`src/rtl/cipher_pkg.sv`:
```
// Shared constants and state encoding for the modular-add cipher stages.
package cipher_pkg;

  localparam logic [7:0] P         = 8'd227;
  localparam logic [7:0] Q         = 8'd225;
  localparam logic [7:0] NULL_CHAR = 8'h00;

  typedef enum logic [1:0] {
    S_NOKEY,
    S_IDLE,
    S_MSG
  } enc_state_t;

endpackage

```
`src/rtl/mod_p_add.sv`:
```
// Combinational (a + b) mod P for operands already reduced below P.
// A single conditional subtract is enough because a + b < 2P.
module mod_p_add
  import cipher_pkg::*;
(
  input  logic [7:0] a_i,
  input  logic [7:0] b_i,
  output logic [7:0] y_o
);

  logic [8:0] sum;
  logic [8:0] diff;

  assign sum  = {1'b0, a_i} + {1'b0, b_i};
  assign diff = sum - {1'b0, P};
  assign y_o  = (sum >= {1'b0, P}) ? diff[7:0] : sum[7:0];

endmodule

```
`src/rtl/msg_encrypt_stream.sv`:
```
// Streaming encryptor: holds a public key and maps each plaintext
// character M to (M + Pk) mod P through a single registered output slot.
// 0x00 terminates a message and is forwarded unencrypted with ctxt_last.
module msg_encrypt_stream
  import cipher_pkg::*;
#(
  parameter int CNT_W = 8
) (
  input  logic             clk,
  input  logic             rst_n,
  input  logic [7:0]       pk_in,
  input  logic             pk_ready,
  input  logic             key_err,
  input  logic [7:0]       ptxt_char,
  input  logic             ptxt_valid,
  output logic             ptxt_ready,
  output logic [7:0]       ctxt_char,
  output logic             ctxt_valid,
  output logic             ctxt_last,
  input  logic             ctxt_ready,
  output logic             msg_done,
  output logic             err_invalid_ptxt,
  output logic [CNT_W-1:0] char_count
);

  enc_state_t       state_q, state_d;
  logic [7:0]       key_q, key_d;
  logic [7:0]       char_q, char_d;
  logic             vld_q, vld_d;
  logic             last_q, last_d;
  logic             err_q, err_d;
  logic [CNT_W-1:0] cnt_q, cnt_d;

  logic [7:0] enc_char;
  logic       in_acc;
  logic       out_xfer;
  logic       is_term;
  logic       in_range;

  mod_p_add u_add (
    .a_i (ptxt_char),
    .b_i (key_q),
    .y_o (enc_char)
  );

  // The slot can take a new character when it is empty or draining now.
  assign ptxt_ready = (state_q != S_NOKEY) && (!vld_q || ctxt_ready);
  assign in_acc     = ptxt_valid && ptxt_ready;
  assign out_xfer   = vld_q && ctxt_ready;
  assign is_term    = (ptxt_char == NULL_CHAR);
  assign in_range   = (ptxt_char < P);

  // Next state: key handling, message framing, output slot and status.
  always_comb begin
    state_d = state_q;
    key_d   = key_q;
    char_d  = char_q;
    vld_d   = vld_q;
    last_d  = last_q;
    err_d   = err_q;
    cnt_d   = cnt_q;

    if (out_xfer) begin
      vld_d = 1'b0;
    end

    unique case (state_q)
      S_NOKEY: begin
        if (pk_ready && !key_err) begin
          key_d   = pk_in;
          state_d = S_IDLE;
        end
      end
      S_IDLE: begin
        // Status of the previous message is kept until the next one starts.
        if (in_acc) begin
          cnt_d   = '0;
          err_d   = 1'b0;
          state_d = is_term ? S_IDLE : S_MSG;
        end
        // A key error wins over both key reload and message start.
        if (key_err) begin
          key_d   = '0;
          state_d = S_NOKEY;
        end else if (pk_ready) begin
          key_d = pk_in;
        end
      end
      S_MSG: begin
        if (in_acc && is_term) begin
          state_d = S_IDLE;
        end
      end
      default: state_d = S_NOKEY;
    endcase

    if (in_acc) begin
      if (is_term) begin
        char_d = NULL_CHAR;
        last_d = 1'b1;
        vld_d  = 1'b1;
      end else if (in_range) begin
        char_d = enc_char;
        last_d = 1'b0;
        vld_d  = 1'b1;
        if (cnt_d != {CNT_W{1'b1}}) begin
          cnt_d = cnt_d + 1'b1;
        end
      end else begin
        // Out-of-range characters are swallowed; the slot is empty or
        // draining this cycle, so no beat remains.
        err_d = 1'b1;
        vld_d = 1'b0;
      end
    end
  end

  // State and output registers; a reset drops any beat in flight.
  always_ff @(posedge clk or negedge rst_n) begin
    if (!rst_n) begin
      state_q <= S_NOKEY;
      key_q   <= '0;
      char_q  <= NULL_CHAR;
      vld_q   <= 1'b0;
      last_q  <= 1'b0;
      err_q   <= 1'b0;
      cnt_q   <= '0;
    end else begin
      state_q <= state_d;
      key_q   <= key_d;
      char_q  <= char_d;
      vld_q   <= vld_d;
      last_q  <= last_d;
      err_q   <= err_d;
      cnt_q   <= cnt_d;
    end
  end

  assign ctxt_char        = char_q;
  assign ctxt_valid       = vld_q;
  assign ctxt_last        = last_q;
  assign msg_done         = out_xfer && last_q;
  assign err_invalid_ptxt = err_q;
  assign char_count       = cnt_q;

endmodule

```
`config.mk`:
```
export PLATFORM = sky130hd
export DESIGN_NAME = msg_encrypt_stream
export DESIGN_NICKNAME = d
export VERILOG_FILES = /design/src/rtl/cipher_pkg.sv /design/src/rtl/mod_p_add.sv /design/src/rtl/msg_encrypt_stream.sv
export SDC_FILE = /design/constraint.sdc
export NUM_CORES = 1
export LEC_CHECK = 0
export CAP_MARGIN = 15
export CORE_UTILIZATION = 35
export DETAILED_ROUTE_END_ITERATION = 6
export MAX_ROUTING_LAYER = met4
export PLACE_DENSITY = 0.67
export SLEW_MARGIN = 15
export SYNTH_ARGS = -nofsm -noshare
export SYNTH_HDL_FRONTEND = slang
export SYNTH_HIERARCHICAL = 1
export SYNTH_SLANG_ARGS = --single-unit
```
`constraint.sdc`:
```
create_clock -name clk -period 3.23 [get_ports clk]
set_clock_uncertainty 0.15 [all_clocks]
set_input_delay 0.646 -clock clk [delete_from_list [all_inputs] [get_ports clk]]
set_output_delay 0.646 -clock clk [all_outputs]
set_load 0.03 [all_outputs]
```
Yosys cells after proc, flatten, opt, wreduce, memory -nomap -nowiden. Cells that the tools add are included. Widths: inputs -> output; s select.

Add/sub/neg operators: 3. $lt $le $gt $ge: 2. Eq/ne operators: 7. Multiplexer cells: 30. Reduce and logical (&&, ||, !) cells: 18.

Operators by type and width (count): $mux 8 (12); $pmux 8 s2 (1); $mux 1 (11); $mux 2 (5); $add 8x8->9 (1); $ge 9x8->1 const B (1); $add 8x1->8 const B (1); $logic_not 8->1 (1); $lt 8x8->1 const B (1); $ne 8x8->1 const B (1); $reduce_bool 2->1 (4); $sub 8x8->8 const B (1); $logic_and 1x1->1 (6); $ne 3x3->1 const B (2); $pmux 2 s3 (1); $reduce_and 3->1 (2); $ne 2x2->1 const B (2); $eq 2x1->1 const B (1); $eq 2x2->1 const B (1); $logic_not 1->1 (2); $logic_not 2->1 (1); $reduce_and 2->1 (1); $logic_or 1x1->1 (1).

Bits in registers: 29. Input bits: 22. Output and inout port bits: 21. Logic and storage cells: 67.

Longest topological paths before layout.
Word-level depth: 11. Mapped depth: 9. Mapped depth without buffers: 9.

Hierarchy. The synthesis kept the hierarchy.

By module, submodules not included: msg_encrypt_stream (instances 1, cells each 142, area an instance 1457.6 sq um, seq. area each 725.7 sq um); mod_p_add (instances 1, cells each 75, area an instance 603.1 sq um, seq. area each 0.0 sq um).

Worst setup path after synthesis. Ideal clock, no wire load.

Path type: input-to-reg. Start: input port ptxt_char[0]. End: register char_q[1] (netlist: ctxt_char[1]). Library setup time: 0.121 ns. Arrival: 3.195 ns. Data required time: 2.959 ns. Slack: -0.237 ns. Stages on the path: 9. Buffers on the path: 0. Path through: ha_1 -> fa_1 -> a21o_1 -> a221oi_4 -> xnor2_1 -> or4_4 -> o21a_4 -> mux2_4 -> a22o_2.

Word-level cells in the longest chain between the ends: 5. Elaborated cells on any way between the ends: 10. Classes of those cells: add/sub: 2; order compare: 2; mux: 3; reduce/logical: 3.

RTL lines: start: declaration (line msg_encrypt_stream.sv:14) `input logic [7:0] ptxt_char,`; $add 8x8->9 (*) (line mod_p_add.sv:14) `assign sum = {1'b0, a_i} + {1'b0, b_i};`; $sub 8x8->8 or $ge 9x8->1 (tied branches) (line mod_p_add.sv:15, mod_p_add.sv:16); $mux 8 (*) (line mod_p_add.sv:16) `assign y_o = (sum >= {1'b0, P}) ? diff[7:0] : sum[7:0];`; net enc_char[1] (line msg_encrypt_stream.sv:34) `logic [7:0] enc_char;`; $mux 8 (*) (line msg_encrypt_stream.sv:102) `end else if (in_range) begin`; $mux 8 (*) (line msg_encrypt_stream.sv:98) `if (is_term) begin`; end signal: assignment (line msg_encrypt_stream.sv:131) `char_q <= char_d;`; end: declaration (line msg_encrypt_stream.sv:28) `logic [7:0] char_q, char_d;`.

The timed path passes the listed nets; every way through them passes the cells marked *. The select of a mux whose other input is x is not followed. A chain may end at the register's enable or synchronous reset.

Worst setup path after layout.
Start: input port ptxt_char[3]. End: register char_q[1] (netlist: ctxt_char[1]).

Word-level cells in the longest chain between the ends: 5. Elaborated cells on any way between the ends: 9. Classes of those cells: add/sub: 1; order compare: 2; mux: 3; reduce/logical: 3.

RTL lines (line): $add 8x8->9 (mod_p_add.sv:14); $ge 9x8->1 (mod_p_add.sv:16); $mux 8 (mod_p_add.sv:16); net enc_char[1] (msg_encrypt_stream.sv:34); $mux 8 (msg_encrypt_stream.sv:102); $mux 8 (msg_encrypt_stream.sv:98).

The timed path passes the listed nets, and every way through them passes these cells. The select of a mux whose other input is x is not followed.

==> summary.txt <==
Wire per inst: 14.6 um
Synthesis-to-layout area growth: 42.0%
Worst relative slew slack: 60.3%
Initial antenna violation count: 0
# setup viols final: 0
Pwr Total: 2.11 mW
Top cells by area in the synthesized netlist: dfrtp_1 (35%), ha_1 (5.5%), a22o_2 (3.9%)
Top cell type's share of synthesized area: 35.2%
Pwr/cell area: 720 nW/um^2
Cell row count: 27
Drt drc: 0
Die height: 78.7 um
Total number of vias: 2030
Min-Delay Path Depth: 1
Post-route core utilization: 52.5%
Die Width: 78.7 um
Core ar.: 5570 um^2
Comb power frac: 59.2%
Worst skew pair latency: 280 ps
I/O Pins: 43
Htree depth: 2
Root Driver: clkbuf_8
FF-to-FF path depth: 9
Flop pwr share: 26.4%
Clock network power share: 14.3%
Layout Nets: 331
Initial DRC count: 102
Flop2flop setup slack: 200 ps
Beginning of the critical path: ptxt_char[3]
Commonest non-fill, non-tap cell in the layout: buf_4
Pint: 1.27 mW
EDFF count, synth: 0
Hold Crit Class: reg -> reg
Max-slew violations: 0
Clk buf depth: 2
Fraction of layout cells with a size suffix above 1: 24.4%
Leading area contributor after synthesis: dfrtp_1
Fin. Hold Viols: 0
Die area: 6200 um^2
Synth Flop Type: dfrtp_1
All-Layer GR Usage: 19.3%
Worst Setup EP: ctxt_char[1]
Worst-path fanout max: 2
Post-synthesis cell type count: 56
Slowest stage delay, CP: 530 ps
RePlAce Congestion: 0.825
RSZ-0062 raised after global routing: no
WP buf/inv: 1
Cell count along the critical path: 9
Vias in the first global route: 1886
CP required: 3250 ps
Worst VDD drop: 320 uV
Average cell area after synthesis: 9.50 um^2
Worst slack, placed: -530 ps
Worst-path clk slew: 60 ps
Clock sinks: 29
Seq. cell area: 726 um^2
Cell count after synthesis: 217
Starting Density: 37.0%
Hold_buf cts: 0
Sw frac: 39.8%
Global-route wire length before repair: 9070 um
Final worst slack: 61.1 ps
CP Capture Type: register
Most frequent cells in the layout: buf_4 (42), clkdlybuf4s50_1 (38), dfrtp_1 (29)
Final antenna-violating net count: 0
Leak Pwr: 1.30 nW
Routed WL: 5410 um
Max Clk Rate: 316 MHz
Port-buffer cells: 42
CTS tree: built
Vias per cell: 5.47
Syn Nets: 249
Mapped cell area: 2060 um^2
Largest net degree at the start of global routing: 18
Antenna diodes: 0
Max cap viols: 0
Worst-margin pin slew: 593 ps
Fillcell total: 509
Crit path DAT: 3180 ps
#FFs+latches synth: 29
Grt total ovfl: 0
Crit path max-delay family: compound AO/OA/AOI/OAI gates
Slowest cell on the critical path: or4_4
Tmin final: 3170 ps
R2R Path End: ctxt_char[1]
Seq/Total Area, Yosys: 35.2%
Final Cycle Share: 98.1%
Asr flop ratio synth: 100%
Area of the multi-input gates: 1280 um^2
WS Path Type: in -> reg
Detailed Place HPWL: 4200 um
Pre-antenna DRT Iters: 4
Yosys warnings: 6
Crit-path cells: clkdlybuf4s50_1 -> ha_1 -> a21o_1 -> a31o_2 -> o21a_1 -> or4_4 -> o21a_4 -> mux2_4 -> a22o_2
Outcome: completed
R2r startpoint: key_q[0]
Setup crit start kind: input pin
Switching Power: 0.840 mW
CTS Buf Count: 5
==> flip-flops by register name, summed over array words and instances (netlist names) <==
signal            cells
char_count            8
ctxt_char             8
ctxt_last             1
ctxt_valid            1
err_invalid_ptxt      1
key_q                 8
state_q               2
==> power by group through the flow <==
stage               Clock [mW]  Combinational [mW]  Sequential (mW)
detailed placement           0                1.24            0.564
CTS                      0.313                1.25            0.558
global route             0.332                1.35            0.572
finish                   0.302                1.25            0.557
global placement             0                1.23            0.561
floorplan                    0               0.622            0.694
==> per-layer routing <==
| metal | vias up | share of wire (%) | GRT usage [%] |
|---|---|---|---|
| met5 | - | 0 | - |
| met4 | 0 | 1.5 | 5.37 |
| met3 | 6 | 3.6 | 3.91 |
| met2 | 52 | 47 | 31.0 |
| met1 | 971 | 48 | 24.7 |
| li1 | 1001 | - | - |
==> synthesized netlist by cell type, drive strengths merged (2+ instances only) <==
cell type	count
dfrtp	29
nand2	19
a21oi	15
o21ai	11
nor2	10
ha	9
nand3	9
nor2b	9
a22o	8
and3	8
buf	7
a21o	6
a41oi	6
a211oi	5
o211ai	5
o21a	5
and2	4
xor2	4
a311oi	3
a31oi	3
inv	3
nor3	3
or2	3
clkbuf	2
mux2	2
mux2i	2
nand3b	2
nand4	2
nor4	2
nor4b	2
o221ai	2
xnor2	2
==> through the flow <==
stage          std cells  cell area [um^2]  hold slack, ps  setup TNS [ps]
2_1_floorplan        217              2080             200           -18.2
3_3_place_gp         363              2840             335           -2800
3_5_place_dp         363              2840             348           -3080
4_1_cts              371              2930             363               0
5_1_grt              371              2930             368               0
6_report             371              2930             355               0
==> how the worst min path moves through the flow <==
| stage | endpoint | start |
|---|---|---|
| 2_1_floorplan | char_count[0] | rst_n |
| 3_3_place_gp | key_q[2] | key_q[2] |
| 3_5_place_dp | ctxt_char[7] | ctxt_char[7] |
| 4_1_cts | ctxt_char[7] | ctxt_char[7] |
| 5_1_grt | ctxt_char[3] | ctxt_char[3] |
| 6_report | ctxt_char[4] | ctxt_char[4] |
==> logic make-up after synthesis <==
family	count (synthesis)	share of synthesized area [%]
DFF	29	35.2
muxes	4	2.25
buffers and inverters	12	3.64
and+or+nand+nor	78	21.1
xor gates and xnor gates	6	2.55
adders and majority gates	10	6.44
AOI/OAI and AO/OA	78	28.8
==> final cells by class <==
class | instances | area share, %
sequential | 29 | 24.8
tap | 72 | 3.08
multi-input combinational | 176 | 43.8
inverter | 3 | 0.385
clock buffer | 7 | 2.95
timing repair buffer | 84 | 25.0
==> timing repair <==
| item | in CTS | in global routing |
|---|---|---|
| resized for setup | 3 | 3 |
| setup endpoints to repair | 5 | 3 |
| pin swaps | 4 | 4 |
| hold endpoints to repair | 0 | 0 |
| setup buffers | 1 | 0 |
Note: power is estimated with default switching activity, not from simulation.
